File: config.mk
export PLATFORM = sky130hd
export DESIGN_NAME = ksa_shuffle
export DESIGN_NICKNAME = d
export VERILOG_FILES = /design/src/rtl/ksa_shuffle.sv
export SDC_FILE = /design/constraint.sdc
export NUM_CORES = 1
export LEC_CHECK = 0
export ABC_AREA = 1
export CAP_MARGIN = 5
export CORE_MARGIN = 5
export CORE_UTILIZATION = 51
export DETAILED_ROUTE_END_ITERATION = 6
export PLACE_DENSITY_LB_ADDON = 0.15
export SLEW_MARGIN = 25
export SYNTH_ARGS = -nofsm -noshare
export SYNTH_HDL_FRONTEND = slang
export SYNTH_SLANG_ARGS = --single-unit
File: constraint.sdc
create_clock -name clk -period 3.4 [get_ports clk]
set_input_delay 0.34 -clock clk [delete_from_list [all_inputs] [get_ports clk]]
set_output_delay 0.34 -clock clk [all_outputs]
set_load 0.02 [all_outputs]
File: src/rtl/ksa_shuffle.sv
// RC4 key-scheduling shuffle over an external 256-byte S-RAM with a 2-cycle read latency.
// Optional macro KSA_INIT_FILL_EN adds an identity-fill pass (s[i]=i) before the shuffle.
`timescale 1ns/1ps
module ksa_shuffle #(
  parameter int KEY_LEN = 3
) (
  input  logic        clk,
  input  logic        reset,
  input  logic        start_sig,
  input  logic [23:0] secret_key,
  input  logic [7:0]  q_data,
  output logic        finish,
  output logic        ksa_mem_handler,
  output logic [7:0]  address,
  output logic [7:0]  data,
  output logic        wen,
  output logic [3:0]  state_dbg
);

  // Handshake: start_sig is a level request sampled only in IDLE; finish is a
  // single-cycle completion pulse in DONE, after which the block returns to IDLE.

  typedef enum logic [3:0] {
    IDLE     = 4'd0,
    START    = 4'd1,
`ifdef KSA_INIT_FILL_EN
    INIT_WR  = 4'd2,
`endif
    SETUP_I  = 4'd3,
    READ_I   = 4'd4,
    SAMPLE_I = 4'd5,
    ADD_J    = 4'd6,
    SETUP_J  = 4'd7,
    READ_J   = 4'd8,
    SAMPLE_J = 4'd9,
    WRITE_I  = 4'd10,
    WRITE_J  = 4'd11,
    NEXT_I   = 4'd12,
    DONE     = 4'd13
  } state_t;

  localparam logic [1:0] K_LAST = 2'(KEY_LEN - 1);

  state_t     state, state_n;
  logic [7:0] i, i_n;
  logic [7:0] j, j_n;
  logic [7:0] si, si_n;
  logic [7:0] sj, sj_n;
  logic [1:0] kidx, kidx_n;
  logic [7:0] key_byte;

  logic       finish_n;
  logic       handler_n;
  logic [7:0] address_n;
  logic [7:0] data_n;
  logic       wen_n;

  assign state_dbg = state;

  // Key byte chosen by a wrapping counter that tracks i mod KEY_LEN.
  always_comb begin
    key_byte = secret_key[7:0];
    case (kidx)
      2'd0:    key_byte = secret_key[23:16];
      2'd1:    key_byte = secret_key[15:8];
      default: key_byte = secret_key[7:0];
    endcase
  end

  always_comb begin
    state_n = state;
    i_n     = i;
    j_n     = j;
    si_n    = si;
    sj_n    = sj;
    kidx_n  = kidx;
    case (state)
      IDLE: begin
        if (start_sig) state_n = START;
      end
      START: begin
        i_n    = 8'd0;
        j_n    = 8'd0;
        kidx_n = 2'd0;
`ifdef KSA_INIT_FILL_EN
        state_n = INIT_WR;
`else
        state_n = SETUP_I;
`endif
      end
`ifdef KSA_INIT_FILL_EN
      INIT_WR: begin
        i_n = i + 8'd1;
        if (i == 8'd255) state_n = SETUP_I;
      end
`endif
      SETUP_I: state_n = READ_I;
      READ_I:  state_n = SAMPLE_I;
      SAMPLE_I: begin
        si_n    = q_data;
        state_n = ADD_J;
      end
      ADD_J: begin
        j_n     = j + si + key_byte;
        state_n = SETUP_J;
      end
      SETUP_J: state_n = READ_J;
      READ_J:  state_n = SAMPLE_J;
      SAMPLE_J: begin
        sj_n    = q_data;
        state_n = WRITE_I;
      end
      WRITE_I: state_n = WRITE_J;
      WRITE_J: state_n = NEXT_I;
      NEXT_I: begin
        if (i == 8'd255) begin
          state_n = DONE;
        end else begin
          i_n     = i + 8'd1;
          kidx_n  = (kidx == K_LAST) ? 2'd0 : kidx + 2'd1;
          state_n = SETUP_I;
        end
      end
      DONE:    state_n = IDLE;
      default: state_n = IDLE;
    endcase
  end

  // Outputs are registered from the next state and next index values, so the
  // bus shows each state's address/data during the cycle that state is held.
  always_comb begin
    finish_n  = 1'b0;
    address_n = 8'd0;
    data_n    = 8'd0;
    wen_n     = 1'b0;
    handler_n = (state_n != IDLE) && (state_n != DONE);
    case (state_n)
`ifdef KSA_INIT_FILL_EN
      INIT_WR: begin
        address_n = i_n;
        data_n    = i_n;
        wen_n     = 1'b1;
      end
`endif
      SETUP_I, READ_I, SAMPLE_I, ADD_J: address_n = i_n;
      SETUP_J, READ_J, SAMPLE_J:        address_n = j_n;
      WRITE_I: begin
        address_n = i_n;
        data_n    = sj_n;
        wen_n     = 1'b1;
      end
      WRITE_J: begin
        address_n = j_n;
        data_n    = si_n;
        wen_n     = 1'b1;
      end
      NEXT_I:  address_n = i_n;
      DONE:    finish_n  = 1'b1;
      default: ;
    endcase
  end

  always_ff @(posedge clk or negedge reset) begin
    if (!reset) begin
      state           <= IDLE;
      i               <= 8'd0;
      j               <= 8'd0;
      si              <= 8'd0;
      sj              <= 8'd0;
      kidx            <= 2'd0;
      finish          <= 1'b0;
      ksa_mem_handler <= 1'b0;
      address         <= 8'd0;
      data            <= 8'd0;
      wen             <= 1'b0;
    end else begin
      state           <= state_n;
      i               <= i_n;
      j               <= j_n;
      si              <= si_n;
      sj              <= sj_n;
      kidx            <= kidx_n;
      finish          <= finish_n;
      ksa_mem_handler <= handler_n;
      address         <= address_n;
      data            <= data_n;
      wen             <= wen_n;
    end
  end

endmodule

## After elaboration in Yosys (flattened, before gate mapping)

Index checks and enable logic that the tools add are counted.

- Reduce and logical (&&, ||, !) cells: 9
- Equal/unequal tests: 27
- Muxes and demuxes: 16
- Add/subtract/negate cells: 4

Operator list:

| cell | count |
|---|---|
| one-hot mux 8 bit (2 select lines) | 5 |
| one-hot mux 4 bit (12 select lines) | 1 |
| equality test 4 bit (second input constant) | 11 |
| equality test 4 x 3 -> 1 bit (second input constant) | 8 |
| two-way mux 8 bit | 3 |
| adder 8 bit | 2 |
| adder 8 x 1 -> 8 bit (second input constant) | 1 |
| equality test 4 x 2 -> 1 bit (second input constant) | 2 |
| equality test 8 bit (second input constant) | 1 |
| two-way mux 4 bit | 2 |
| OR reduction 6 bit | 1 |
| equality test 4 x 1 -> 1 bit (second input constant) | 1 |
| zero test 4 bit | 1 |
| two-way mux 2 bit | 2 |
| != test 4 bit (second input constant) | 1 |
| one-hot mux 2 bit (2 select lines) | 1 |
| nonzero test 4 bit | 1 |
| OR reduction 4 bit | 1 |
| adder 2 x 1 -> 2 bit (second input constant) | 1 |
| equality test 2 x 1 -> 1 bit (second input constant) | 1 |
| equality test 2 bit (second input constant) | 1 |
| zero test 2 bit | 1 |
| two-way mux 1 bit | 2 |
| != test 2 bit (second input constant) | 1 |
| other kinds (4) | 4 |

- Output and inout bits: 23
- Logic and storage cells: 67
- Register bits: 57

## Longest topological paths before layout

- Depth in word-level cells: 6
- Depth in mapped cells: 19

## Least setup slack after synthesis

Ideal clock, no wire load.

- Path type: reg2reg
- Start point: reg kidx[1]
- End point: reg address[7]
- Arrival: 2.614 ns
- Cell stages (with the launch flop): 17
- Buffers on the path: 1
- Period minus slack after synthesis: 2.732 ns
- Data required time: 3.282 ns
- Setup slack: 0.668 ns
- Cells stage by stage: dfrtp_1 -> buf_2 -> nor2_1 -> a22o_1 -> a21oi_1 -> fa_1 -> inv_1 -> ha_1 -> fa_1 -> inv_1 -> nor3_1 -> nor2_1 -> nand3_1 -> nand3_1 -> nand2_1 -> nand2_1 -> nand2_1

- Word-level cells in the longest chain between the ends: 5

RTL lines:

| element | RTL line | RTL |
|---|---|---|
| start, declared | 49 | `logic [1:0] kidx, kidx_n;` |
| start signal, assigned | 182 | `kidx <= kidx_n;` |
| equality test 2 x 1 -> 1 bit / zero test 2 bit (equally long branches) | 63 | `case (kidx)` |
| one-hot mux 8 bit (2 select lines) (*) | 63 |  |
| adder 8 bit (*) | 104 | `j_n = j + si + key_byte;` |
| one-hot mux 8 bit (2 select lines) (*) | 77 | `case (state)` |
| net j_n[7] | 46 | `logic [7:0] j, j_n;` |
| one-hot mux 8 bit (2 select lines) (*) | 137 | `case (state_n)` |
| net address_n[7] | 54 | `logic [7:0] address_n;` |
| end signal, assigned | 185 | `address <= address_n;` |
| end, declared | 14 | `output logic [7:0] address,` |

The timed path passes the listed nets; every way through them passes the cells marked *.
A chain may end at the register's enable or synchronous reset.

## Worst setup path after layout

- Start point: reg kidx[1]
- End point: reg address[5]

Same word-level chain as after synthesis.

==> impl_metrics.py <==
metrics = {
    "status": {
        "run_status": "finished, final reports clean",
    },
    "floorplanning": {
        "die_y_um": 83.82,
        "core_um2": 5205,
        "die-area_um2": 7025,
        "die_w_um": 83.82,
        "start_util": 0.5339,
        "io_pins": 58,
        "row_count": 26,
    },
    "yosys": {
        "synth_compound_area_frac": 0.1054,
        "yosysSeqAreaShare": 0.4412,
        "ys_types": 33,
        "syn_inst": 341,
        "ys_ff_latch": 49,
        "synthXorXnorAreaFrac": 0.009455,
        "synth.mux.area_fraction": 0,
        "synth_top_family_by_area": "simple AND/OR/NAND/NOR gates",
        "ys_warn_count": 0,
        "synth-simple-area-share": 0.2760,
        "synth_area_um2": 2779,
        "syn_nets": 391,
        "synth_adder_area_share": 0.08915,
        "syn_area_per_cell_um2": 8.149,
    },
    "clocking": {
        "cts_root_buf": "clkbuf_8",
        "postCtsSetupBuffers": 0,
        "clkTransAtPathRegs_ns": 0.09,
        "cts_buffers": 5,
        "htreeDepth": 2,
        "postCtsResizedCells": 0,
        "clock-sinks": 49,
        "clkLatencyLatePin_ns": 0.30,
        "holdBufCountCts": 0,
        "cts_buffer_depth": 2,
        "tritoncts": "done",
    },
    "grt": {
        "antenna_found_initial": 0,
        "grt_max_degree": 50,
        "grtUsageTotal": 0.2003,
        "grt_pass1_vias": 2358,
        "grt_pass1_wl_um": 11420,
        "globalRouteOverflowTotal": 0,
    },
    "timing": {
        "fin_ws_ns": 0.3768,
        "finalHoldViolations": 0,
        "period_needed_ns": 3.023,
        "report.final.setup_viol": 0,
        "rsz0062_at_grt": "false",
        "tns_ns": 0,
        "slew_viol_final": 0,
        "slew_headroom": 0.5734,
        "worst_slew_pin_slew_ns": 0.6400,
        "max_freq_mhz": 330.8,
        "period_share": 0.8892,
        "finalClockSkew_ns": 0.004055,
    },
    "detailed_routing": {
        "routed_wl_um": 6447,
        "ant_nets": 0,
        "wl_per_cell_um": 13.63,
        "firstDrtPassIters": 4,
        "drc_errors": 0,
        "vias_per_cell": 4.926,
        "routed-via-count": 2330,
        "drt-initial-drc-count": 200,
    },
    "setup_path": {
        "worstPathCellList": "nor2_1, a22o_1, a21oi_1, fa_1, inv_1, ha_1, fa_1, inv_1, nor2_1, o21ai_0, nand2_1, o22ai_1, nand2_1, nand2_1",
        "cp_max_fo": 9,
        "crit_cells": 14,
        "required_ns": 3.64,
        "critPathBufInv": 2,
        "crit_path_start_kind": "register",
        "setup.worst_path.end": "address[5]$_DFF_PN0_",
        "worstSetupStartpoint": "kidx[1]$_DFFE_PN0P_",
        "worst_path_max_delay_cell": "dfrtp_1",
        "cp.arrival_ns": 3.26,
        "reg2reg_to": "address[5]$_DFF_PN0_",
        "cpMostUsedCell": "nand2_1",
        "cp_top_family": "adder cells",
        "crit_type": "register to register",
        "critical-path-max-stage-delay_ns": 0.50,
        "reg2reg_depth": 14,
        "r2r-start": "kidx[1]$_DFFE_PN0P_",
        "end_kind": "register",
        "r2r_setup_slack_ns": 0.38,
    },
    "placed_design": {
        "gp_congestion": 0.9448,
        "placed_cell_area_um2": 3422,
        "io_buffers": 57,
        "dp_hpwl_um": 5077,
        "dp_slack_ns": 0.4153,
    },
    "power": {
        "combPwrFrac": 0.422,
        "powerDensity_nw_per_um2": 533.0,
        "leakage_nw": 1.696,
        "power_mw": 1.870,
        "ir_worst_vdd_mv": 0.3008,
        "seq_power_share": 0.396,
        "clkPwrFrac": 0.182,
        "internal-power_mw": 1.181,
        "p_switching_mw": 0.6891,
        "p_sw_frac": 0.3685,
    },
    "final_layout": {
        "final_cell_area_um2": 3508,
        "insertedDiodeCount": 0,
        "nets": 452,
        "drive_above_1_share": 0.08189,
        "fin_util": 0.6740,
        "area_growth_pct": 26.25,
    },
    "worst_hold_path": {
        "hp-class": "input port to async pin",
    },
    "run": {
        "cap_viol_max_count": 0,
    },
}
## cell usage after synthesis
library cell  count  share of area
nand2_1         110           0.15
dfrtp_1          49           0.44
inv_1            46          0.062
o21ai_0          25          0.045
nand3_1          21          0.038
nor2_1           15          0.020
fa_1              8          0.058
inv_2             8          0.011
a21oi_1           7          0.013
ha_1              7          0.032
o22ai_1           6          0.014
nand4_1           4         0.0090
a22o_1            3         0.0095
nor2_4            3          0.012
nor3_1            3         0.0054
or2_2             3         0.0068
clkbuf_1          2         0.0027
nand2_4           2         0.0081
nor2_2            2         0.0045
o211ai_1          2         0.0054
o21bai_1          2         0.0054
xnor2_1           2         0.0063
buf_2             1         0.0018
clkinv_1          1         0.0013
nand2_2           1         0.0023
nand3_4           1         0.0063
nand4_4           1         0.0077
nor2_8            1         0.0072
o211ai_2          1         0.0045
o21ai_1           1         0.0018
o21ai_2           1         0.0032
o22ai_2           1         0.0045
xor2_1            1         0.0032
## registers in the layout, indices dropped and copies added, names as in the netlist
register         count
address              8
data                 8
i                    8
j                    8
si                   8
state_dbg            4
kidx                 2
finish               1
ksa_mem_handler      1
wen                  1
## logic make-up after synthesis
group           after synthesis
simple gates                167
buf+inv                      58
compound gates               49
flops                        49
fa+ha+maj                    15
xor+xnor                      3
## area by class of cell
type | count | area, um2
inverters | 55 | 206.4
clock buffers | 6 | 72.57
well taps | 70 | 87.58
fillers | 432 | 1697
multi-input cells | 234 | 1334
flip-flops and latches | 49 | 1226
clock inverters | 2 | 13.76
repair buffers | 57 | 568.0
## power groups by stage
stage | clock network [mW] | registers, mW | logic (mW)
floorplan | 0 | 0.807 | 0.449
global placement | 0 | 0.753 | 0.776
detailed placement | 0 | 0.753 | 0.794
CTS | 0.352 | 0.742 | 0.797
global route | 0.379 | 0.754 | 0.889
finish | 0.341 | 0.740 | 0.788
## metal layers
layer	share of wire	GRT usage
met5	0	0
met4	0.015	0.05117
met1	0.47	0.2781
met2	0.46	0.3167
met3	0.053	0.04738
## worst reg2reg max path: stages (launching register included)
cell	delay (ns)
dfrtp_1	0.50
nor2_1	0.36
a22o_1	0.19
a21oi_1	0.05
fa_1	0.48
inv_1	0.04
ha_1	0.23
fa_1	0.41
inv_1	0.09
nor2_1	0.06
o21ai_0	0.15
nand2_1	0.07
o22ai_1	0.17
nand2_1	0.07
nand2_1	0.09
## through the flow
stage	hold WS [ns]	cells
global route	0.09657	473
floorplan	0.04441	341
detailed placement	0.3991	465
global placement	0.4884	465
finish	0.04731	473
CTS	0.06801	473
## how the worst min path moves through the flow
stage,startpoint,end,slack [ns],depth (start not counted)
floorplan,reset,address[0]$_DFF_PN0_,0.04,0
global placement,j[6]$_DFF_PN0_,j[6]$_DFF_PN0_,0.49,2
detailed placement,reset,i[2]$_DFF_PN0_,0.40,1
CTS,reset,finish$_DFF_PN0_,0.07,1
global route,reset,i[7]$_DFF_PN0_,0.1,1
finish,reset,i[4]$_DFF_PN0_,0.05,1
## layout by cell type (no fill, tap or decap), types with 2 or more instances in the layout
master,instances
nand2_1,110
clkdlybuf4s50_1,56
dfrtp_1,49
inv_1,46
o21ai_0,25
nand3_1,21
nor2_1,15
inv_2,8
fa_1,8
a21oi_1,7
ha_1,7
o22ai_1,6
clkbuf_8,5
nand4_1,4
nor2_4,3
a22o_1,3
nor3_1,3
or2_2,3
nor2_2,2
nand2_4,2
o21bai_1,2
xnor2_1,2
o211ai_1,2
(Power assumes the default switching activity.)
